<file path="src/rtl/fifo_pkg.sv">
// Shared FIFO helpers: depth derivation, pointer compares, threshold legality.
// Used by both the single-clock and the dual-clock FIFO.
package fifo_pkg;

    function automatic int depth(input int asize);
        return 1 << asize;
    endfunction

    function automatic logic [31:0] ptr_mask(input int asize);
        return (32'd1 << (asize + 1)) - 32'd1;
    endfunction

    // Pointers carry one extra wrap bit above the memory index.
    function automatic logic ptr_full(
        input logic [31:0] w,
        input logic [31:0] r,
        input int          asize
    );
        return ((w ^ r) & ptr_mask(asize)) == (32'd1 << asize);
    endfunction

    function automatic logic ptr_empty(
        input logic [31:0] w,
        input logic [31:0] r,
        input int          asize
    );
        return ((w ^ r) & ptr_mask(asize)) == 32'd0;
    endfunction

    function automatic bit th_legal(
        input int asize,
        input int aempty,
        input int afull
    );
        return (asize >= 1) && (aempty >= 0) && (aempty < afull)
            && (afull <= (1 << asize));
    endfunction

endpackage

</file>
<file path="src/rtl/fifo_ram.sv">
// FIFO storage: one synchronous write port, one asynchronous read port.
module fifo_ram
    import fifo_pkg::*;
#(
    parameter int DSIZE = 8,
    parameter int ASIZE = 4
) (
    input  logic             clk,
    input  logic             we,
    input  logic [ASIZE-1:0] waddr,
    input  logic [DSIZE-1:0] wdata,
    input  logic [ASIZE-1:0] raddr,
    output logic [DSIZE-1:0] rdata
);

    logic [DSIZE-1:0] mem [depth(ASIZE)];

    always_ff @(posedge clk) begin
        if (we) begin
            mem[waddr] <= wdata;
        end
    end

    assign rdata = mem[raddr];

endmodule

</file>
<file path="src/rtl/sync_fifo.sv">
// Single-clock FIFO with fill count, almost flags, sticky error flags
// and a selectable first-word-fall-through or registered read port.
module sync_fifo
    import fifo_pkg::*;
#(
    parameter int DSIZE     = 8,
    parameter int ASIZE     = 4,
    parameter int AFULL_TH  = (1 << ASIZE) - 2,
    parameter int AEMPTY_TH = 2,
    parameter int FWFT      = 1
) (
    input  logic             clk,
    input  logic             rst,
    input  logic [DSIZE-1:0] wdata,
    input  logic             write,
    output logic             full,
    output logic             almost_full,
    input  logic             read,
    output logic [DSIZE-1:0] rdata,
    output logic             empty,
    output logic             almost_empty,
    output logic [ASIZE:0]   count,
    input  logic             err_clr,
    output logic             overflow,
    output logic             underflow
);

    localparam logic [ASIZE:0] AF  = (ASIZE + 1)'(AFULL_TH);
    localparam logic [ASIZE:0] AE  = (ASIZE + 1)'(AEMPTY_TH);
    localparam logic [ASIZE:0] INC = {{ASIZE{1'b0}}, 1'b1};

    if (!th_legal(ASIZE, AEMPTY_TH, AFULL_TH)) begin : g_bad_param
        $error("sync_fifo: illegal ASIZE/threshold parameters");
    end

    logic [ASIZE:0]   wptr;
    logic [ASIZE:0]   rptr;
    logic             rd_ok;
    logic             wr_ok;
    logic [DSIZE-1:0] ram_rdata;

    assign full         = ptr_full(32'(wptr), 32'(rptr), ASIZE);
    assign empty        = ptr_empty(32'(wptr), 32'(rptr), ASIZE);
    assign count        = wptr - rptr;
    assign almost_full  = count >= AF;
    assign almost_empty = count <= AE;

    // A full FIFO still takes a write when a pop frees a slot this cycle.
    assign rd_ok = read & ~empty;
    assign wr_ok = write & (~full | rd_ok);

    always_ff @(posedge clk) begin
        if (rst) begin
            wptr      <= '0;
            rptr      <= '0;
            overflow  <= 1'b0;
            underflow <= 1'b0;
        end else begin
            if (wr_ok) begin
                wptr <= wptr + INC;
            end
            if (rd_ok) begin
                rptr <= rptr + INC;
            end
            overflow  <= (overflow & ~err_clr) | (write & ~wr_ok);
            underflow <= (underflow & ~err_clr) | (read & empty);
        end
    end

    fifo_ram #(
        .DSIZE(DSIZE),
        .ASIZE(ASIZE)
    ) u_ram (
        .clk  (clk),
        .we   (wr_ok),
        .waddr(wptr[ASIZE-1:0]),
        .wdata(wdata),
        .raddr(rptr[ASIZE-1:0]),
        .rdata(ram_rdata)
    );

    if (FWFT != 0) begin : g_fwft
        assign rdata = ram_rdata;
    end else begin : g_reg
        always_ff @(posedge clk) begin
            if (rst) begin
                rdata <= '0;
            end else if (rd_ok) begin
                rdata <= ram_rdata;
            end
        end
    end

endmodule

</file>
<file path="config.mk">
export PLATFORM = sky130hd
export DESIGN_NAME = sync_fifo
export DESIGN_NICKNAME = d
export VERILOG_FILES = /design/src/rtl/fifo_pkg.sv /design/src/rtl/fifo_ram.sv /design/src/rtl/sync_fifo.sv
export SDC_FILE = /design/constraint.sdc
export NUM_CORES = 1
export LEC_CHECK = 0
export BUFFER_PORTS_ARGS = -buffer_cell sky130_fd_sc_hd__buf_2
export CORE_ASPECT_RATIO = 1.1
export CORE_MARGIN = 1.5
export CORE_UTILIZATION = 45
export DETAILED_ROUTE_END_ITERATION = 10
export SLEW_MARGIN = 5
export SYNTH_ARGS = -nofsm -noshare
export SYNTH_HDL_FRONTEND = slang
export SYNTH_SLANG_ARGS = --single-unit
</file>
<file path="constraint.sdc">
create_clock -name clk -period 3.65 [get_ports clk]
set_input_delay 0.365 -clock clk [delete_from_list [all_inputs] [get_ports clk]]
set_output_delay 0.365 -clock clk [all_outputs]
set_load 0.1 [all_outputs]
</file>
==> results_dict.tcl <==
set metrics [dict create \
    rr_worst_depth 5 \
    mostFrequentLayoutCells "128 x edfxtp_1, 32 x mux4_2, 31 x buf_2" \
    vias 2916 \
    syn2layout_area_growth_pct 17.3 \
    antenna_cells 0 \
    clock-sinks 144 \
    utilization_pct 53.9 \
    start_util_pct 45.9 \
    drtAntennaViolNets 0 \
    viasPerCell 5.53 \
    clkTransAtPathRegs_ps 60 \
    slowest_delay_ps 500 \
    max-slew-margin-rel_pct 36.7 \
    cp_slowest_cell "buf_2" \
    worst_hold_slack_ps 288 \
    power_frac_comb_pct 22.4 \
    hold_depth 4 \
    worstSetupEndpointType "primary output" \
    die_area_um2 13500 \
    num-nets-final 380 \
    die_width_um 111 \
    die-height_um 122 \
    finalCriticalPeriod_ps 3110 \
    drtIter0Drc 228 \
    cts_buffers 17 \
    yosys_warnings 0 \
    crit_path_start_kind "flip-flop" \
    worstMarginPinSlew_ps 944 \
    row_count 43 \
    gp_congestion 0.800 \
    hold_path_end "underflow$_SDFF_PP0_" \
    worst-path-buf-inv 3 \
    cts_resized 0 \
    place_area_um2 6180 \
    setup_viol 0 \
    cts_tree "built" \
    status "completed" \
    grt_util_all_layers_pct 18.7 \
    dr.pass1.iters 4 \
    crit_type "reg -> out" \
    maxSlewViolCount 0 \
    io_pins 32 \
    synthFlopType "edfxtp_1" \
    synth-edff-count 128 \
    swShare_pct 30.6 \
    grt_max_degree 33 \
    core_area_um2 12500 \
    hold_viol_final 0 \
    cts_hold_buf 0 \
    vdd_drop_max_mv 0.610 \
    first_global_vias 3087 \
    htree_levels 4 \
    hp-class "in -> reg" \
    power_mw 4.56 \
    fmax_mhz 322 \
    clk_path_buf_depth 2 \
    synth.area.top_cells "edfxtp_1 67%, mux4_2 13%, dfxtp_1 5.6%, a22oi_1 2.1%, ha_1 2.0%" \
    drt-total-wl_mm 11.4 \
    antenna_found_initial 0 \
    critPathMaxFanout 4 \
    clk_latency_ps 400 \
    leakagePower_nw 2.25 \
    layout_commonest_cell "edfxtp_1" \
    crit_family "compound AO/OA/AOI/OAI gates" \
    yosys_register_bits 144 \
    syn_area_um2 5760 \
    synthCells 311 \
    r2r_slack_ps 930 \
    drc 0 \
    hold_start "err_clr" \
    ys_seq_area_share_pct 72.3 \
    maxCapViolCount 0 \
    postCtsSetupBuffers 0 \
    post-route-period-util_pct 85.2 \
    r2r-start "wptr[3]$_SDFFE_PP0P_" \
    rsz0062_at_grt "no" \
    pwr-share-clk_pct 36.7 \
    power_frac_seq_pct 40.9 \
    worst_ep_arrival_time_ps 2740 \
    clock_skew_ps 8.71 \
    grt_pass1_wl_mm 18.2 \
    pwr_density_cell_nw_per_um2 675 \
    setup_tns_ps 0 \
    cp.required_ps 3280 \
    overflow 0 \
    p_int_mw 3.17 \
    port_buffers 31 \
    final_area_um2 6760 \
    wl_per_cell_um 21.6 \
    synth_top_area_share_pct 66.8 \
    clock_tree.root_cell "clkbuf_16" \
    synth_nets 334 \
    synth_cell_types 40 \
    yosysTopAreaCell "edfxtp_1" \
    cp_cell_sequence "inv_2 -> ha_1 -> inv_1 -> fa_2 -> a21o_1 -> a21oi_4 -> xnor2_4 -> a2111oi_0 -> buf_2" \
    drive_gt1_share_pct 31.4 \
    r2r-end "u_ram.mem[9][2]$_DFFE_PP_" \
    dp_hpwl_mm 7.27 \
    netSwitchingPower_mw 1.39 \
    syn_avg_cell_area_um2 18.5 \
    async_flop_share_pct 0 \
]
layer usage:
| layer | GRT usage (%) | share of wire, % | vias to the layer above |
|---|---|---|---|
| met2 | 29.2 | 49 | 76 |
| met5 | 0 | 0 | - |
| met3 | 4.63 | 4.3 | 4 |
| met1 | 25.9 | 46 | 1494 |
| li1 | - | - | 1342 |
| met4 | 6.57 | 0.85 | 0 |
synthesized netlist by cell type, types with 2 or more instances:
master    count
edfxtp_1    128
mux4_2       32
nor2_1       20
a22oi_1      16
dfxtp_1      16
nand2_1      13
ha_1          9
a21oi_1       7
inv_1         7
buf_1         6
clkbuf_1      4
nor2b_1       4
nor3_1        4
nor4_1        4
xnor2_1       4
xor2_1        4
buf_4         3
o21ai_0       3
or3_1         3
a21o_1        2
mux2i_1       2
or3b_1        2
final cells by class:
type                    count  area, µm²
clock buffers              18        429
clock inverters            14        148
fillers                   999       5780
inverters                   7       26.3
multi-input cells         146       1550
flip-flops and latches    144       4170
well taps                 157        196
repair buffers             41        243
metrics by stage:
stage	cells	setup WS [ps]
after floorplan	311	-3090
after global placement	495	969
after detailed placement	495	926
after CTS	527	514
after global routing	527	352
final	527	540
state kept, by name (all words and copies together) (netlist names), named ones only:
register / flops
overflow: 1
rptr: 5
u_ram.mem: 128
underflow: 1
wptr: 5
kinds of logic after synthesis:
kind of cell               after synthesis  share of synthesized area [%]
and+or+nand+nor                         57                           4.98
muxes                                   34                           12.9
xor gates and xnor gates                 9                           1.50
buffers and inverters                   21                           1.69
DFF                                    144                           72.3
adders and majority gates               10                           2.30
AOI/OAI and AO/OA                       36                           4.35
worst max-delay path by stage:
stage | cells past startpoint | endpoint | from
after CTS | 9 | almost_empty | wptr[0]$_SDFFE_PP0P_
after global routing | 6 | almost_empty | wptr[2]$_SDFFE_PP0P_
after global placement | 5 | u_ram.mem[8][4]$_DFFE_PP_ | wptr[3]$_SDFFE_PP0P_
after detailed placement | 5 | u_ram.mem[11][4]$_DFFE_PP_ | wptr[3]$_SDFFE_PP0P_
final | 9 | almost_empty | wptr[0]$_SDFFE_PP0P_
after floorplan | 8 | almost_empty | wptr[0]$_SDFFE_PP0P_
power by group through the flow:
stage | logic (mW) | clock network [mW] | registers [mW]
after floorplan | 0.839 | 0 | 1.89
after global placement | 1.02 | 0 | 1.90
after detailed placement | 1.03 | 0 | 1.90
after CTS | 1.03 | 1.71 | 1.87
after global routing | 1.08 | 1.78 | 1.87
final | 1.02 | 1.67 | 1.86
worst min-delay path: cells and delay by family:
| kind | cells | cell delay (ps) |
|---|---|---|
| buf+inv | 1 | 80 |
| compound gates | 1 | 100 |
| simple gates | 2 | 90 |
Power figures use the tool's default switching activity.
